==> config.mk <==
export PLATFORM = sky130hd
export DESIGN_NAME = burst_search_ctrl_flat
export DESIGN_NICKNAME = d
export VERILOG_FILES = /design/src/rtl/burst_search_ctrl_pkg.sv /design/src/rtl/burst_search_ctrl_if.sv /design/src/rtl/burst_search_ctrl_evt_buf.sv /design/src/rtl/burst_search_ctrl.sv /design/src/flat_wrapper.sv
export SDC_FILE = /design/constraint.sdc
export NUM_CORES = 1
export LEC_CHECK = 0
export BUFFER_PORTS_ARGS = -buffer_cell sky130_fd_sc_hd__buf_4
export CAP_MARGIN = 25
export CORE_MARGIN = 2
export CORE_UTILIZATION = 52
export DETAILED_ROUTE_END_ITERATION = 6
export PLACE_DENSITY = 0.78
export SETUP_SLACK_MARGIN = 0.3
export SLEW_MARGIN = 40
export SYNTH_ARGS = -nofsm -noshare
export SYNTH_HDL_FRONTEND = slang
export SYNTH_SLANG_ARGS = --single-unit
==> constraint.sdc <==
create_clock -name clock -period 2.6 [get_ports clock]
set_input_delay 0.39 -clock clock [delete_from_list [all_inputs] [get_ports clock]]
set_output_delay 0.39 -clock clock [all_outputs]
set_load 0.005 [all_outputs]
==> src/rtl/burst_search_ctrl_pkg.sv <==
// Shared definitions for the burst_search sequencer: state encoding,
// default timing constants and small elaboration-time helpers.
package burst_search_pkg;

    typedef enum logic [2:0] {
        ST_IDLE    = 3'd0,
        ST_CLEAR   = 3'd1,
        ST_FILL    = 3'd2,
        ST_ARMED   = 3'd3,
        ST_HOLDOFF = 3'd4
    } state_e;

    localparam int DEF_CLEAR_CYCLES = 2;
    localparam int DEF_HOLD         = 3;
    localparam int DEF_HOLDOFF      = 16;

    // Width of the datapath stage-select field; never narrower than one bit.
    function automatic int size_n(input int shift_len);
        return (shift_len > 1) ? $clog2(shift_len) : 1;
    endfunction

    function automatic int max3(input int a, input int b, input int c);
        int m;
        m = (a > b) ? a : b;
        return (m > c) ? m : c;
    endfunction

endpackage

==> src/rtl/burst_search_ctrl_if.sv <==
// Config request and event output handshakes of the burst_search sequencer.
// master = the host side (issues configs, consumes events),
// slave  = the controller.
interface burst_search_ctrl_if
    import burst_search_pkg::*;
#(
    parameter int WIDTH  = 8,
    parameter int SIZE_N = size_n(8),
    parameter int TS_W   = 16
);

    logic              cfg_valid;
    logic              cfg_ready;
    logic [SIZE_N-1:0] cfg_n;
    logic [WIDTH-1:0]  cfg_threshold;

    logic              evt_valid;
    logic              evt_ready;
    logic [TS_W-1:0]   evt_ts;
    logic              evt_overflow;

    modport master (
        output cfg_valid, cfg_n, cfg_threshold, evt_ready,
        input  cfg_ready, evt_valid, evt_ts, evt_overflow
    );

    modport slave (
        input  cfg_valid, cfg_n, cfg_threshold, evt_ready,
        output cfg_ready, evt_valid, evt_ts, evt_overflow
    );

endinterface

==> src/rtl/burst_search_ctrl_evt_buf.sv <==
// Single-entry event buffer with valid/ready output and a sticky drop flag.
// A capture that lands while the entry is occupied and not being popped is
// discarded; a capture coinciding with a pop simply reloads the entry.
module burst_evt_buf
    import burst_search_pkg::*;
#(
    parameter int TS_W = 16
) (
    input  logic            clock,
    input  logic            ss_n,
    input  logic            capture,
    input  logic [TS_W-1:0] capture_ts,
    input  logic            clr_overflow,
    input  logic            ready,
    output logic            valid,
    output logic [TS_W-1:0] ts,
    output logic            overflow
);

    logic pop;

    assign pop = valid & ready;

    // Entry load / pop; the held timestamp stays put after a pop.
    always_ff @(posedge clock or posedge ss_n) begin
        if (ss_n) begin
            valid <= 1'b0;
            ts    <= '0;
        end else if (capture && (!valid || pop)) begin
            valid <= 1'b1;
            ts    <= capture_ts;
        end else if (pop) begin
            valid <= 1'b0;
        end
    end

    // Sticky drop indicator, cleared only when a new config is accepted.
    always_ff @(posedge clock or posedge ss_n) begin
        if (ss_n) begin
            overflow <= 1'b0;
        end else if (clr_overflow) begin
            overflow <= 1'b0;
        end else if (capture && valid && !pop) begin
            overflow <= 1'b1;
        end
    end

endmodule

==> src/rtl/burst_search_ctrl.sv <==
// Sequencer and configuration owner for one burst_search datapath.
// Owns the (n, threshold) registers, clears the datapath and waits for the
// delay line to fill before arming, qualifies raw burst hits with a
// consecutive-cycle hold plus a holdoff window, and timestamps events.
module burst_search_ctrl
    import burst_search_pkg::*;
#(
    parameter int WIDTH        = 8,
    parameter int SHIFT_LEN    = 8,
    parameter int CLEAR_CYCLES = DEF_CLEAR_CYCLES,
    parameter int FILL_MARGIN  = 1,
    parameter int HOLD         = DEF_HOLD,
    parameter int HOLDOFF      = DEF_HOLDOFF,
    parameter int TS_W         = 16,
    localparam int SIZE_N      = size_n(SHIFT_LEN)
) (
    input  logic              clock,
    input  logic              ss_n,
    input  logic              en,
    input  logic              burst_in,
    output logic              srch_rst,
    output logic [SIZE_N-1:0] srch_n,
    output logic [WIDTH-1:0]  srch_threshold,
    output logic              armed,
    burst_search_ctrl_if.slave bus
);

    localparam logic [2:0] IDLE    = ST_IDLE;
    localparam logic [2:0] CLEAR   = ST_CLEAR;
    localparam logic [2:0] FILL    = ST_FILL;
    localparam logic [2:0] ARMED   = ST_ARMED;
    localparam logic [2:0] HOLDOFF_ST = ST_HOLDOFF;

    // One shared phase counter covers CLEAR, FILL and HOLDOFF durations.
    localparam int CNT_MAX = max3(SHIFT_LEN + FILL_MARGIN, CLEAR_CYCLES, HOLDOFF);
    localparam int CNT_W   = $clog2(CNT_MAX + 1);
    localparam int RUN_W   = $clog2(HOLD + 1);

    logic [2:0]       state;
    logic [CNT_W-1:0] cnt;
    logic [CNT_W-1:0] cnt_inc;
    logic [CNT_W-1:0] fill_len;
    logic [RUN_W-1:0] run;
    logic [RUN_W-1:0] run_inc;
    logic [TS_W-1:0]  ts;
    logic             cfg_fire;
    logic             hit;

    assign cfg_fire = bus.cfg_valid & bus.cfg_ready;
    assign cnt_inc  = cnt + CNT_W'(1);
    assign run_inc  = run + RUN_W'(1);
    assign fill_len = CNT_W'(srch_n) + CNT_W'(FILL_MARGIN);

    // The HOLD-th consecutive burst sample while armed; a concurrent config
    // accept or enable drop wins and suppresses the event.
    assign hit = (state == ARMED) && en && !cfg_fire && burst_in &&
                 (run == RUN_W'(HOLD - 1));

    assign srch_rst      = (state == IDLE) || (state == CLEAR);
    assign armed         = (state == ARMED) || (state == HOLDOFF_ST);
    assign bus.cfg_ready = (state == IDLE) || (state == ARMED) || (state == HOLDOFF_ST);

    // Sequencer: enable drop beats config accept, which beats normal flow.
    always_ff @(posedge clock or posedge ss_n) begin
        if (ss_n) begin
            state <= IDLE;
            cnt   <= '0;
        end else if (!en) begin
            state <= IDLE;
            cnt   <= '0;
        end else if (cfg_fire) begin
            state <= CLEAR;
            cnt   <= '0;
        end else begin
            case (state)
                IDLE: begin
                    state <= CLEAR;
                    cnt   <= '0;
                end
                CLEAR: begin
                    if (cnt_inc == CNT_W'(CLEAR_CYCLES)) begin
                        cnt   <= '0;
                        state <= (fill_len == '0) ? ARMED : FILL;
                    end else begin
                        cnt <= cnt_inc;
                    end
                end
                FILL: begin
                    if (cnt_inc == fill_len) begin
                        cnt   <= '0;
                        state <= ARMED;
                    end else begin
                        cnt <= cnt_inc;
                    end
                end
                ARMED: begin
                    cnt <= '0;
                    if (hit && (HOLDOFF > 0)) begin
                        state <= HOLDOFF_ST;
                    end
                end
                HOLDOFF_ST: begin
                    if (cnt_inc == CNT_W'(HOLDOFF)) begin
                        cnt   <= '0;
                        state <= ARMED;
                    end else begin
                        cnt <= cnt_inc;
                    end
                end
                default: begin
                    state <= IDLE;
                    cnt   <= '0;
                end
            endcase
        end
    end

    // Datapath configuration, latched on every accepted request.
    always_ff @(posedge clock or posedge ss_n) begin
        if (ss_n) begin
            srch_n         <= '0;
            srch_threshold <= '0;
        end else if (cfg_fire) begin
            srch_n         <= bus.cfg_n;
            srch_threshold <= bus.cfg_threshold;
        end
    end

    // Consecutive-hit run counter; only counts while armed and saturates at
    // HOLD so a held burst with no holdoff yields one event per run.
    always_ff @(posedge clock or posedge ss_n) begin
        if (ss_n) begin
            run <= '0;
        end else if (cfg_fire || !en || (state != ARMED) || !burst_in) begin
            run <= '0;
        end else if (hit && (HOLDOFF > 0)) begin
            run <= '0;
        end else if (run != RUN_W'(HOLD)) begin
            run <= run_inc;
        end
    end

    // Free-running timestamp, frozen in IDLE and restarted by a config.
    always_ff @(posedge clock or posedge ss_n) begin
        if (ss_n) begin
            ts <= '0;
        end else if (cfg_fire) begin
            ts <= '0;
        end else if (state != IDLE) begin
            ts <= ts + TS_W'(1);
        end
    end

    burst_evt_buf #(
        .TS_W (TS_W)
    ) u_evt_buf (
        .clock        (clock),
        .ss_n         (ss_n),
        .capture      (hit),
        .capture_ts   (ts),
        .clr_overflow (cfg_fire),
        .ready        (bus.evt_ready),
        .valid        (bus.evt_valid),
        .ts           (bus.evt_ts),
        .overflow     (bus.evt_overflow)
    );

endmodule

==> src/flat_wrapper.sv <==
// flat-port wrapper written by rule: the top's interface ports become plain ports
module burst_search_ctrl_flat import burst_search_pkg::*;
#(
    parameter int WIDTH        = 8,
    parameter int SHIFT_LEN    = 8,
    parameter int CLEAR_CYCLES = DEF_CLEAR_CYCLES,
    parameter int FILL_MARGIN  = 1,
    parameter int HOLD         = DEF_HOLD,
    parameter int HOLDOFF      = DEF_HOLDOFF,
    parameter int TS_W         = 16,
    localparam int SIZE_N      = size_n(SHIFT_LEN)
)
  (clock, ss_n, en, burst_in, srch_rst, srch_n, srch_threshold, armed, bus_cfg_valid, bus_cfg_n, bus_cfg_threshold, bus_evt_ready, bus_cfg_ready, bus_evt_valid, bus_evt_ts, bus_evt_overflow);
  burst_search_ctrl_if #(.WIDTH(WIDTH), .SIZE_N(3), .TS_W(TS_W)) bus_i ();
  input  logic clock;
  input  logic ss_n;
  input  logic en;
  input  logic burst_in;
  output logic srch_rst;
  output logic [SIZE_N-1:0] srch_n;
  output logic [WIDTH-1:0] srch_threshold;
  output logic armed;
  input wire logic [$bits(bus_i.cfg_valid)-1:0] bus_cfg_valid;
  input wire logic [$bits(bus_i.cfg_n)-1:0] bus_cfg_n;
  input wire logic [$bits(bus_i.cfg_threshold)-1:0] bus_cfg_threshold;
  input wire logic [$bits(bus_i.evt_ready)-1:0] bus_evt_ready;
  output wire logic [$bits(bus_i.cfg_ready)-1:0] bus_cfg_ready;
  output wire logic [$bits(bus_i.evt_valid)-1:0] bus_evt_valid;
  output wire logic [$bits(bus_i.evt_ts)-1:0] bus_evt_ts;
  output wire logic [$bits(bus_i.evt_overflow)-1:0] bus_evt_overflow;
  assign bus_i.cfg_valid = bus_cfg_valid;
  assign bus_i.cfg_n = bus_cfg_n;
  assign bus_i.cfg_threshold = bus_cfg_threshold;
  assign bus_i.evt_ready = bus_evt_ready;
  assign bus_cfg_ready = bus_i.cfg_ready;
  assign bus_evt_valid = bus_i.evt_valid;
  assign bus_evt_ts = bus_i.evt_ts;
  assign bus_evt_overflow = bus_i.evt_overflow;
  burst_search_ctrl #(.WIDTH(WIDTH), .SHIFT_LEN(SHIFT_LEN), .CLEAR_CYCLES(CLEAR_CYCLES), .FILL_MARGIN(FILL_MARGIN), .HOLD(HOLD), .HOLDOFF(HOLDOFF), .TS_W(TS_W)) u_core (.clock(clock), .ss_n(ss_n), .en(en), .burst_in(burst_in), .srch_rst(srch_rst), .srch_n(srch_n), .srch_threshold(srch_threshold), .armed(armed), .bus(bus_i));
endmodule
==> flow_metrics.py <==
metrics = {
    "layout": {
        "multiInputGateArea_um2": 1230,
        "areaGrowthSynthToFinish_pct": 18.8,
        "n_fill_cell": 402,
        "antenna_cells": 0,
        "final_area_um2": 3200,
        "fin_nets": 301,
        "fin_util": 0.634,
        "drive_above_1_share": 0.346,
        "ff_latch_area_um2": 1380,
    },
    "global_routing": {
        "grt_pass1_wl_um": 8430,
        "grt_max_degree": 33,
        "track_usage": 0.182,
        "antenna_found_initial": 0,
        "overflow": 0,
        "grt_pass1_vias": 1747,
    },
    "power": {
        "power_frac_comb": 0.336,
        "internal-power_w": 0.00164,
        "switching_share": 0.338,
        "p_clk_frac": 0.196,
        "share_seq_of_total_power": 0.468,
        "p_switching_w": 0.000838,
        "power_leakage_nw": 1.55,
        "peakVddDrop_v": 0.000590,
        "power_density_nw_per_um2": 776,
    },
    "run_status": {
        "status": "complete, no violations",
    },
    "synth": {
        "synth_nets": 252,
        "yosys_most_used_dff": "dfrtp_1",
        "synth_edf_count": 0,
        "netlist_area_um2": 2690,
        "ys_seq_elements": 55,
        "yosys_warnings": 0,
        "synth_cell_types": 49,
        "synthArstFlopShare": 1.00,
        "avgSynthCellArea_um2": 11.7,
        "synth-seq-area-share": 0.511,
        "synthCells": 230,
    },
    "floorplanning": {
        "core_region_area_um2": 5040,
        "die_x_um": 75.9,
        "start_util": 0.534,
        "die_area_um2": 5770,
        "rows": 26,
        "dieHeight_um": 75.9,
        "io_pins": 49,
    },
    "route": {
        "dr_total_vias": 1813,
        "drt_iter0_drc": 93,
        "ant_nets": 0,
        "drt-vias-per-instance": 5.18,
        "drt_pass1_iterations": 4,
        "wire_per_inst_um": 14.1,
        "drt-total-wl_um": 4940,
        "drc": 0,
    },
    "worst_setup_path": {
        "worstSetupStartpointType": "register",
        "worstSetupEndpointType": "register",
        "worstPathMaxFanout": 16,
        "worstPathRequired_ps": 2800,
        "cp.arrival_ps": 2210,
        "r2r_slack_ps": 590,
        "path_class": "reg2reg",
    },
    "placement": {
        "io_buffers": 48,
        "hpwl_um": 3520,
        "place_congestion": 0.779,
        "placed_area_um2": 3110,
    },
    "clock_network": {
        "post_cts_resized": 0,
        "cts-htree-levels": 2,
        "holdBufCountCts": 0,
        "clock_latency_ps": 320,
        "cts-root-buf": "clkbuf_8",
        "cts_buffers": 5,
        "post_cts_buffers": 0,
        "clk_pin_slew_worst_paths_ps": 100,
        "clkSinkCount": 55,
        "cts_buffer_depth": 2,
        "cts_tree": "built",
    },
    "min_path": {
        "hold_class": "in2async",
    },
    "timing": {
        "finalClockSkew_ps": 7.26,
        "slew_headroom": 0.532,
        "period_share": 0.773,
        "tightest_slew_ps": 701,
        "rsz0062_at_grt": "false",
        "fmax_ghz": 0.497,
        "hold_viol_final": 0,
        "setup_viol": 0,
        "min_period_ps": 2010,
        "maxSlewViolCount": 0,
        "setup_tns_ps": 0,
    },
    "flow_run": {
        "drv_cap": 0,
    },
}
synth_stat cells, types with 2 or more instances:
cell	n	area, µm²
nand2_1	9	33.8
o21ai_0	7	35.0
o311a_1	2	20.0
a41o_1	2	20.0
and2_1	3	18.8
inv_1	7	26.3
dfrtp_1	55	1380
xnor2_1	13	114
nand3_1	6	30.0
nor3_1	3	15.0
mux2_2	26	293
xor2_1	7	61.3
nor2_1	26	97.6
and4_1	2	17.5
buf_4	5	37.5
a21oi_1	7	35.0
nor2b_1	6	37.5
nor3b_1	2	15.0
nand4_1	2	12.5
ha_1	5	62.6
or3_1	7	43.8
placed cells by master, fill, tap and decap left out, types with 5 or more instances in the layout:
cell type | synthesis | final
nor2b_1 | 6 | 6
ha_1 | 5 | 5
nand2_1 | 9 | 9
xor2_1 | 7 | 7
a21oi_1 | 7 | 7
xnor2_1 | 13 | 13
dfrtp_1 | 55 | 55
inv_1 | 7 | 6
nor2_1 | 26 | 26
o21ai_0 | 7 | 7
buf_4 | 5 | 49
nand3_1 | 6 | 6
or3_1 | 7 | 7
mux2_2 | 26 | 26
clkbuf_8 | 0 | 5
stage by stage:
step	setup slack, ps	hold WS, ps	total power [W]	std cells
after floorplan	717	469	0.00174	230
after global routing	469	225	0.00265	350
after CTS	581	189	0.00251	350
after global placement	640	478	0.00199	342
after detailed placement	593	489	0.00202	342
final	590	181	0.00248	350
final timing paths:
check,end,from,cells after the start
worst min register to register,u_core.u_evt_buf.ts[1],u_core.u_evt_buf.ts[1],1
min in group clock,u_core.srch_n[1],bus_cfg_n[1],2
max in group asynchronous,u_core.u_evt_buf.ts[7],ss_n,3
worst min-delay path,u_core.u_evt_buf.valid,ss_n,2
worst max-delay path,u_core.u_evt_buf.ts[15],u_core.state[0],5
worst max register to register,u_core.u_evt_buf.ts[15],u_core.state[0],5
state kept, by name, summed over array words and instances (netlist names):
signal and flops:
u_core.cnt 5, u_core.state 3, u_core.srch_n 3, u_core.srch_threshold 8, u_core.u_evt_buf.ts 16, u_core.u_evt_buf.overflow 1, u_core.run 2, u_core.u_evt_buf.valid 1
u_core.ts 16
worst max-delay path: stages, from the launching register on:
cell and delay [ps]:
dfrtp_1 610, nand3b_4 150, nor4_4 220, nand2_2 120, nor2_4 390, mux2_2 400
area by class of cell:
type / instances / area share
inverters: 7 / 0.00822
flip-flops and latches: 55 / 0.431
clock inverters: 2 / 0.00509
repair buffers: 50 / 0.121
clock buffers: 6 / 0.0227
multi-input cells: 160 / 0.385
well taps: 70 / 0.0274
cell families (layout without fill, tap and decap cells):
logic type,count (synthesis),after routing,synth area share
xor+xnor,21,21,0.0739
flops,55,55,0.511
simple gates,79,79,0.171
compound gates,27,27,0.0725
buf+inv,15,65,0.0316
fa+ha+maj,5,5,0.0232
mux,28,28,0.117
metal layers:
layer	wire [µm]	share of wire	track usage
met3	169	0.034	0.0429
met4	59	0.012	0.0818
met2	2420	0.49	0.279
met5	0	0	0
met1	2280	0.46	0.248
power by group through the flow:
stage	Combinational (W)	Clock, W	Sequential, W
after floorplan	0.000615	0	0.00112
after global placement	0.000825	0	0.00117
after detailed placement	0.000843	0	0.00118
after CTS	0.000846	0.000508	0.00116
after global routing	0.000926	0.000535	0.00119
final	0.000833	0.000486	0.00116
Power figures use the tool's default switching activity.
